### config.mk
export PLATFORM = sky130hd
export DESIGN_NAME = am2910_fetch_ctrl
export DESIGN_NICKNAME = d
export VERILOG_FILES = /design/src/rtl/am2910_fetch_ctrl.sv
export SDC_FILE = /design/constraint.sdc
export NUM_CORES = 1
export LEC_CHECK = 0
export ABC_AREA = 1
export CAP_MARGIN = 15
export CORE_MARGIN = 4
export CORE_UTILIZATION = 50
export DETAILED_ROUTE_END_ITERATION = 10
export GPL_TIMING_DRIVEN = 0
export PLACE_DENSITY_LB_ADDON = 0.1
export SLEW_MARGIN = 15
export SYNTH_ARGS = -nofsm -noshare
export SYNTH_HDL_FRONTEND = slang
export SYNTH_SLANG_ARGS = --single-unit
### constraint.sdc
create_clock -name CP -period 5.8 [get_ports CP]
set_input_delay 1.45 -clock CP [delete_from_list [all_inputs] [get_ports CP]]
set_output_delay 1.45 -clock CP [all_outputs]
set_load 0.05 [all_outputs]
### src/rtl/am2910_fetch_ctrl.sv
// Run/halt and control-store fetch controller for an am2910 microprogram sequencer.
// Each microword is fetched over a request/valid handshake, then applied for one advance cycle.
//
// state   | meaning
// IDLE    | powered down, sequencer output disabled, waiting for START
// INIT    | one cycle of JZ with carry-in to point the sequencer at address 0
// FETCH   | control-store request outstanding at CS_ADDR, timeout running
// EXEC    | pipelined word drives the sequencer for exactly one advance
// HALTED  | sequencer frozen, waiting for START (resume) or STEP
// ERROR   | fetch timed out; only reset leaves
module am2910_fetch_ctrl #(
  parameter int CW_WIDTH  = 32,
  parameter int TIMEOUT   = 255,
  parameter int CNT_WIDTH = 16
) (
  input  logic                   CP,
  input  logic                   RESET,
  input  logic                   START,
  input  logic                   HALT_REQ,
  input  logic                   STEP,
  input  logic [11:0]            Y_IN,
  output logic [3:0]             SEQ_I,
  output logic [11:0]            SEQ_D,
  output logic                   SEQ_CCEN,
  output logic                   SEQ_RLD,
  output logic                   SEQ_CI,
  output logic                   SEQ_OE,
  output logic                   CS_REQ,
  output logic [11:0]            CS_ADDR,
  input  logic [CW_WIDTH-1:0]    CS_DATA,
  input  logic                   CS_VALID,
  output logic [CW_WIDTH-20:0]   CTRL,
  output logic                   CTRL_STB,
  output logic                   BUSY,
  output logic                   HALTED,
  output logic                   ERR,
  output logic [CNT_WIDTH-1:0]   EXEC_CNT
);

  localparam int TW = (TIMEOUT < 2) ? 1 : $clog2(TIMEOUT + 1);
  localparam logic [TW-1:0] TMO_LOAD = TW'(TIMEOUT - 1);
  localparam logic [3:0] I_JZ   = 4'h0;
  localparam logic [3:0] I_CONT = 4'hE;

  typedef enum logic [2:0] {
    S_IDLE,
    S_INIT,
    S_FETCH,
    S_EXEC,
    S_HALTED,
    S_ERROR
  } state_t;

  state_t                state;
  state_t                state_nxt;
  logic [CW_WIDTH-1:0]   pipe;
  logic [11:0]           cs_addr;
  logic                  step_mode;
  logic [TW-1:0]         tmo_cnt;
  logic [CNT_WIDTH-1:0]  exec_cnt;

  always_ff @(posedge CP or posedge RESET) begin
    if (RESET) state <= S_IDLE;
    else       state <= state_nxt;
  end

  always_comb begin
    state_nxt = state;
    case (state)
      S_IDLE:   if (START) state_nxt = S_INIT;
      S_INIT:   state_nxt = S_FETCH;
      S_FETCH: begin
        if (CS_VALID)          state_nxt = S_EXEC;
        else if (tmo_cnt == '0) state_nxt = S_ERROR;
      end
      S_EXEC: begin
        // A stepped word always returns to HALTED, whatever its HALT bit says.
        if (pipe[18] || HALT_REQ || step_mode) state_nxt = S_HALTED;
        else                                   state_nxt = S_FETCH;
      end
      S_HALTED: if (START || STEP) state_nxt = S_FETCH;
      S_ERROR:  state_nxt = S_ERROR;
      default:  state_nxt = S_IDLE;
    endcase
  end

  always_ff @(posedge CP or posedge RESET) begin
    if (RESET) begin
      pipe      <= '0;
      cs_addr   <= '0;
      step_mode <= 1'b0;
      tmo_cnt   <= '0;
      exec_cnt  <= '0;
    end else begin
      if (state == S_FETCH && CS_VALID) pipe <= CS_DATA;
      if (state == S_INIT || state == S_EXEC) cs_addr <= Y_IN;
      if (state == S_EXEC) exec_cnt <= exec_cnt + CNT_WIDTH'(1);
      // Reloaded in every non-FETCH cycle so each FETCH entry starts a fresh timeout.
      if (state == S_FETCH) begin
        if (tmo_cnt != '0) tmo_cnt <= tmo_cnt - TW'(1);
      end else begin
        tmo_cnt <= TMO_LOAD;
      end
      if (state == S_HALTED) begin
        if (START)     step_mode <= 1'b0;
        else if (STEP) step_mode <= 1'b1;
      end else if (state == S_IDLE) begin
        step_mode <= 1'b0;
      end
    end
  end

  always_comb begin
    SEQ_I    = I_CONT;
    SEQ_D    = '0;
    SEQ_CCEN = 1'b1;
    SEQ_RLD  = 1'b1;
    SEQ_CI   = 1'b0;
    case (state)
      S_INIT: begin
        SEQ_I  = I_JZ;
        SEQ_CI = 1'b1;
      end
      S_EXEC: begin
        SEQ_I    = pipe[3:0];
        SEQ_D    = pipe[15:4];
        SEQ_CCEN = pipe[16];
        SEQ_RLD  = pipe[17];
        SEQ_CI   = 1'b1;
      end
      default: ;
    endcase
  end

  assign SEQ_OE   = (state == S_IDLE);
  assign CS_REQ   = (state == S_FETCH);
  assign CS_ADDR  = cs_addr;
  assign CTRL     = pipe[CW_WIDTH-1:19];
  assign CTRL_STB = (state == S_EXEC);
  assign BUSY     = (state == S_INIT) || (state == S_FETCH) || (state == S_EXEC);
  assign HALTED   = (state == S_HALTED);
  assign ERR      = (state == S_ERROR);
  assign EXEC_CNT = exec_cnt;

endmodule

==> results.ini <==
[run_status]
outcome=finished clean

[sta]
fmax_ghz=0.257
tns_ns=0
tightest_slew_ns=0.534
rsz0062_at_grt=no
clock_skew_ns=0.00845
finalSetupViolCount=0
fin_crit_sh_pct=67.1
final_hold_viol_count=0
relSlewSlack_pct=64.3
fin_hold_ws_ns=0.475
final-max-slew-violation-count=0
min_period_ns=3.89

[worst_setup_path]
r2r-start=tmo_cnt[0]$_DFFE_PP0P_
rr_endpoint=state[2]$_DFFE_PP0P_
critPathRequiredTime_ns=4.35
cp_max_fo=10
reg2reg_depth=9
critPathArrivalTime_ns=2.44
crit_chain=buf_6, inv_1, nand3_2, clkbuf_1, nor2_1, clkdlybuf4s50_1
r2r_slack_ns=4.26
cpMaxStageDelayCell=clkdlybuf4s50_1
crit_type=register to primary output
critPathCaptureType=primary output
cpPeakStageDelay_ns=0.84
startpoint_type=register

[clock_network]
cts_buffers=9
cts.htree.levels=3
cts_sinks=72
cts_resized=0
cts_hold_buf=0
cts_setup_buffers=0
path_clk_slew_ns=0.07
root_buffer=clkbuf_8
clk_latency_ns=0.36
cts_tree=yes
clockBufferDepth=2

[drt]
vias=3121
routed.top_layer=met4
route.met2.wl_mm=4.12
viasPerCell=4.71
wl_mm=8.62
drtPass1Iterations=4
drcViolationCount=0
avgRoutedWirePerCell_um=13.0
drtIter0Drc=134
wl_met3_um=694
wl_met1_mm=3.63
drtAntennaViolNets=0

[floorplanning]
die_w_um=92.4
coreArea_um2=6870
start_util_pct=51.9
die_h_um=92.4
io_pins=116
die_area_um2=8540
rows=30

[min_path]
hold_end=pipe[1]$_DFFE_PP0P_
hold_path.class=register to register
hp-start=pipe[1]$_DFFE_PP0P_
hold_depth=2

[run]
drv_cap=0

[global_route]
antenna_found_initial=0
grt_overflow=0
grt_first_pass_wirelength_mm=14.2
grt_usage_pct=21.1
grt_pass1_vias=2937
grt_max_degree=41

[logic_synthesis]
yosysWarnings=0
synth_area_leaders=dfrtp_1 51%, nand2_1 14%, inv_1 5.6%
synth_top_area_share_pct=50.5
synth.distinct_cells=27
syn_nets=488
synth.avg_cell_area_um2=8.19
synth_area_leader_cell=dfrtp_1
synth-seq-cells=72
seq_area_frac_synth_pct=50.5
netlist_instances=435
netlist_area_um2=3560

[finish]
num-fill-cells=543
area_growth_pct=42.9
layout.cells.non_filler=662
diodes=0
layout.nets=614
drive_above_1_share_pct=11.7
fin_util_pct=74.2

[pwr]
power_density_nw_per_um2=533
power_leakage_nw=2.57
power_mw=2.72
ir_worst_vdd_uv=395

[placed_design]
routabilityCongestion=0.822
detailed_place_hpwl_mm=6.43
dp_cells=646
numPortBuffers=114

## final cells by class
cell class	count	area, um2	area share (%)
Clock buffer	11	141	2.78
Tap cell	96	120	2.36
Multi-Input combinational cell	281	1370	26.8
Buffer	27	189	3.71
Inverter	55	209	4.10
Timing Repair Buffer	115	1160	22.8
Clock inverter	5	104	2.04
Sequential cell	72	1800	35.4
## cell usage in the layout, fill, tap and decap left out, types with 7 or more instances in the layout
| master | synthesis | layout |
|---|---|---|
| nand2_1 | 130 | 130 |
| clkdlybuf4s50_1 | 0 | 114 |
| dfrtp_1 | 72 | 72 |
| inv_1 | 53 | 52 |
| nor2_1 | 51 | 51 |
| nand3_1 | 34 | 34 |
| buf_4 | 15 | 15 |
| a21oi_1 | 15 | 15 |
| clkbuf_8 | 0 | 10 |
| buf_2 | 7 | 7 |
| nand2_2 | 7 | 7 |
## cells by family after synthesis
| family | after synthesis | share of synthesized area, % |
|---|---|---|
| simple gates | 240 | 29.6 |
| buf+inv | 82 | 11.1 |
| flops | 72 | 50.5 |
| compound gates | 26 | 4.18 |
| xor+xnor | 12 | 3.58 |
| fa+ha+maj | 3 | 1.05 |
## per-stage QoR
stage,worst slack [ns],area (um2)
after floorplan,2.53,3560
after global placement,1.31,4830
after detailed placement,2.30,4850
after CTS,1.91,5090
after global routing,1.80,5090
final,1.91,5090
## routing by layer
layer | vias up | global-route usage, %
met4 | 0 | 8.04
li1 | 1579 | -
met2 | 99 | 34.0
met1 | 1428 | 27.0
met3 | 15 | 5.93
met5 | - | 0
## worst max path at each step
| stage | start | endpoint | slack [ns] | cells after the start |
|---|---|---|---|---|
| 2_1_floorplan | RESET | CS_ADDR[0]$_DFFE_PP0P_ | 2.53 | 1 |
| 3_3_place_gp | RESET | EXEC_CNT[8]$_DFFE_PP0N_ | 1.31 | 2 |
| 3_5_place_dp | state[2]$_DFFE_PP0P_ | SEQ_D[4] | 2.30 | 6 |
| 4_1_cts | state[2]$_DFFE_PP0P_ | SEQ_D[10] | 1.91 | 6 |
| 5_1_grt | state[2]$_DFFE_PP0P_ | SEQ_D[7] | 1.80 | 6 |
| 6_report | state[2]$_DFFE_PP0P_ | SEQ_D[10] | 1.91 | 6 |
## registers in the layout, indices dropped and copies added, names as in the netlist
signal	flops
pipe	32
step_mode	1
state	3
tmo_cnt	8
CS_ADDR	12
EXEC_CNT	16
## cells in the mapped netlist, drive strengths merged
cell and number:
nand2 139, dfrtp 72, nor2 57, inv 55, nand3 35, buf 25, a21oi 18, xnor2 7
nand4 6, o21ai 5, xor2 5, ha 3, nor3 3, clkbuf 2, o211ai 2, a22oi 1
## worst max-delay path, delay by kind of cell, from the launching register on
family / cells / cell delay (ns)
and+or+nand+nor: 2 / 0.33
buffers and inverters: 4 / 1.38
DFF: 1 / 0.37
## report_power, final
part | internal [mW] | total (mW) | switching (mW)
combinational | 0.495 | 1.46 | 0.968
clock | 0.298 | 0.490 | 0.193
sequential | 0.674 | 0.764 | 0.0895
No activity file was read; power rests on OpenSTA's default activity.
==> patch (same settings) <==
Register the inputs `START`, `HALT_REQ`, `STEP`, `Y_IN`, `CS_DATA` and `CS_VALID` before use, cleared by the reset. The logic sees them one clock later.
--- a/src/rtl/am2910_fetch_ctrl.sv
+++ b/src/rtl/am2910_fetch_ctrl.sv
@@ -51,6 +51,31 @@
     S_ERROR
   } state_t;
 
+  logic START_q;
+  logic HALT_REQ_q;
+  logic STEP_q;
+  logic [11:0] Y_IN_q;
+  logic [CW_WIDTH-1:0] CS_DATA_q;
+  logic CS_VALID_q;
+
+  always_ff @(posedge CP or posedge RESET) begin
+    if (RESET) begin
+      START_q    <= '0;
+      HALT_REQ_q <= '0;
+      STEP_q     <= '0;
+      Y_IN_q     <= '0;
+      CS_DATA_q  <= '0;
+      CS_VALID_q <= '0;
+    end else begin
+      START_q    <= START;
+      HALT_REQ_q <= HALT_REQ;
+      STEP_q     <= STEP;
+      Y_IN_q     <= Y_IN;
+      CS_DATA_q  <= CS_DATA;
+      CS_VALID_q <= CS_VALID;
+    end
+  end
+
   state_t                state;
   state_t                state_nxt;
   logic [CW_WIDTH-1:0]   pipe;
@@ -67,18 +92,18 @@
   always_comb begin
     state_nxt = state;
     case (state)
-      S_IDLE:   if (START) state_nxt = S_INIT;
+      S_IDLE:   if (START_q) state_nxt = S_INIT;
       S_INIT:   state_nxt = S_FETCH;
       S_FETCH: begin
-        if (CS_VALID)          state_nxt = S_EXEC;
+        if (CS_VALID_q)          state_nxt = S_EXEC;
         else if (tmo_cnt == '0) state_nxt = S_ERROR;
       end
       S_EXEC: begin
         // A stepped word always returns to HALTED, whatever its HALT bit says.
-        if (pipe[18] || HALT_REQ || step_mode) state_nxt = S_HALTED;
+        if (pipe[18] || HALT_REQ_q || step_mode) state_nxt = S_HALTED;
         else                                   state_nxt = S_FETCH;
       end
-      S_HALTED: if (START || STEP) state_nxt = S_FETCH;
+      S_HALTED: if (START_q || STEP_q) state_nxt = S_FETCH;
       S_ERROR:  state_nxt = S_ERROR;
       default:  state_nxt = S_IDLE;
     endcase
@@ -92,8 +117,8 @@
       tmo_cnt   <= '0;
       exec_cnt  <= '0;
     end else begin
-      if (state == S_FETCH && CS_VALID) pipe <= CS_DATA;
-      if (state == S_INIT || state == S_EXEC) cs_addr <= Y_IN;
+      if (state == S_FETCH && CS_VALID_q) pipe <= CS_DATA_q;
+      if (state == S_INIT || state == S_EXEC) cs_addr <= Y_IN_q;
       if (state == S_EXEC) exec_cnt <= exec_cnt + CNT_WIDTH'(1);
       // Reloaded in every non-FETCH cycle so each FETCH entry starts a fresh timeout.
       if (state == S_FETCH) begin
@@ -102,8 +127,8 @@
         tmo_cnt <= TMO_LOAD;
       end
       if (state == S_HALTED) begin
-        if (START)     step_mode <= 1'b0;
-        else if (STEP) step_mode <= 1'b1;
+        if (START_q)     step_mode <= 1'b0;
+        else if (STEP_q) step_mode <= 1'b1;
       end else if (state == S_IDLE) begin
         step_mode <= 1'b0;
       end
Function: changed (a bounded check fails within 4 cycles, from zero or initial values and one cycle with RESET high).
==> patch against the unedited design <==
Sequential cell count up 48. Wire length increased by 16%. Cell area increased by 30%. Setup slack worse by 0.13 ns. Die area increased by 28%. Critical endpoint is now SEQ_I[3]. Area after synthesis grew 31%. Largest cell class unchanged. Power increased by 36%. Sequential power increased by 49%. Critical path type unchanged.
==> patch: results (changes against the unedited design) <==
| Metric | Value |
|---|---|
| Status | complete, no violations |
| Pre-CTS setup slack | 2.305 ns (+0.005200 ns) |
| Slew of the pin with the lowest slew margin | 0.5367 ns (+0.002330 ns) |
| First-pass GRT wire length | 16.91 mm (+19%) |
| WL met3 | 628 µm (-9.5%) |
| #MultiIn Comb | 268 (-4.6%) |
| Clock buffers | 18 (+7) |
| Largest net degree at the start of global routing | 64 (+56%) |
| Worst reg2reg path endpoint | EXEC_CNT[14]$_DFFE_PP0N_ |
| Post-synth top cells | dfrtp_1 (120), nand2_1 (110), nor2_1 (55) |
| Port Buffers | 115 (+0.88%) |
| Number of buffers created by CTS | 17 (+8) |
| Clock latency on the worst-skew pair | 0.50 ns (+0.14 ns) |
| Leakage Power | 3.196 nW (+24%) |
| GR Util met3 | 0.06658 (+0.007283) |
| Non-clk buf share | 0.2079 (-0.05717) |
| Reg-to-Reg Start | EXEC_CNT[1]$_DFFE_PP0N_ |
| Clock network fraction of total power | 0.296 (+0.116) |
| Max VDD drop | 0.4437 mV (+12%) |
| Syn nets | 520 (+6.6%) |
| Smallest hold slack | 0.4385 ns (-0.03624 ns) |
| GR Layer Usage met2 | 0.3081 (-0.03146) |
| WP data arrival | 2.57 ns (+0.13 ns) |
| Clock net sink count | 120 (+67%) |
| Clock buf/inv share | 0.09466 (+0.04652) |
| Footprint of the multi-input gates | 0.001271 mm² (-7.0%) |
| Final net count | 655 (+6.7%) |
| Xor/xnor cell area share of the yosys netlist | 0.02253 (-0.01327) |
| # fillers | 600 (+10%) |
| Vias in the first global route | 3643 (+24%) |
| Layout cell share with drive strength beyond 1 | 0.1220 (+0.005343) |
| Met1 WL | 4.321 mm (+19%) |
| Compound-Gate Fraction of Synth Area | 0.03433 (-0.007434) |
| Register area | 0.003003 mm² (+67%) |
| WL/cell | 13.79 µm (+5.9%) |
| Non-CTS buffers | 143 (+0.70%) |
| RD Place Congestion | 0.8214 (about the same) |
| 1st-iter DRT viols | 115 (-14%) |
| Adder-Cell Fraction of Synth Area | 0.008047 (-0.002483) |
| Met1 Use GR | 0.2467 (-0.02302) |
| Post-synth cell types | 24 (-11%) |
==> patch: logic make-up after synthesis <==
group,count (synthesis)
compound gates,31
xor+xnor,12
fa+ha+maj,3
buf+inv,79
flops,120
simple gates,222
==> patch: metrics by stage <==
stage | power (mW) | utilization | instances | cell area [µm²] | setup TNS (ns)
global route | 3.882 | 0.7433 | 723 | 6609 | 0
detailed placement | 2.604 | 0.6730 | 691 | 5983 | 0
global placement | 2.571 | 0.6693 | 690 | 5951 | -52.06
finish | 3.687 | 0.7433 | 723 | 6609 | 0
floorplan | 2.140 | - | 467 | 4664 | 0
CTS | 3.719 | 0.7433 | 723 | 6609 | 0
==> patch: critical path: stages, from the launching register on <==
cell and delay, ns:
dfrtp_1 0.37, buf_6 0.14, inv_1 0.08, nand3_2 0.11
buf_2 0.22, o21ai_0 0.28, clkdlybuf4s50_1 0.87
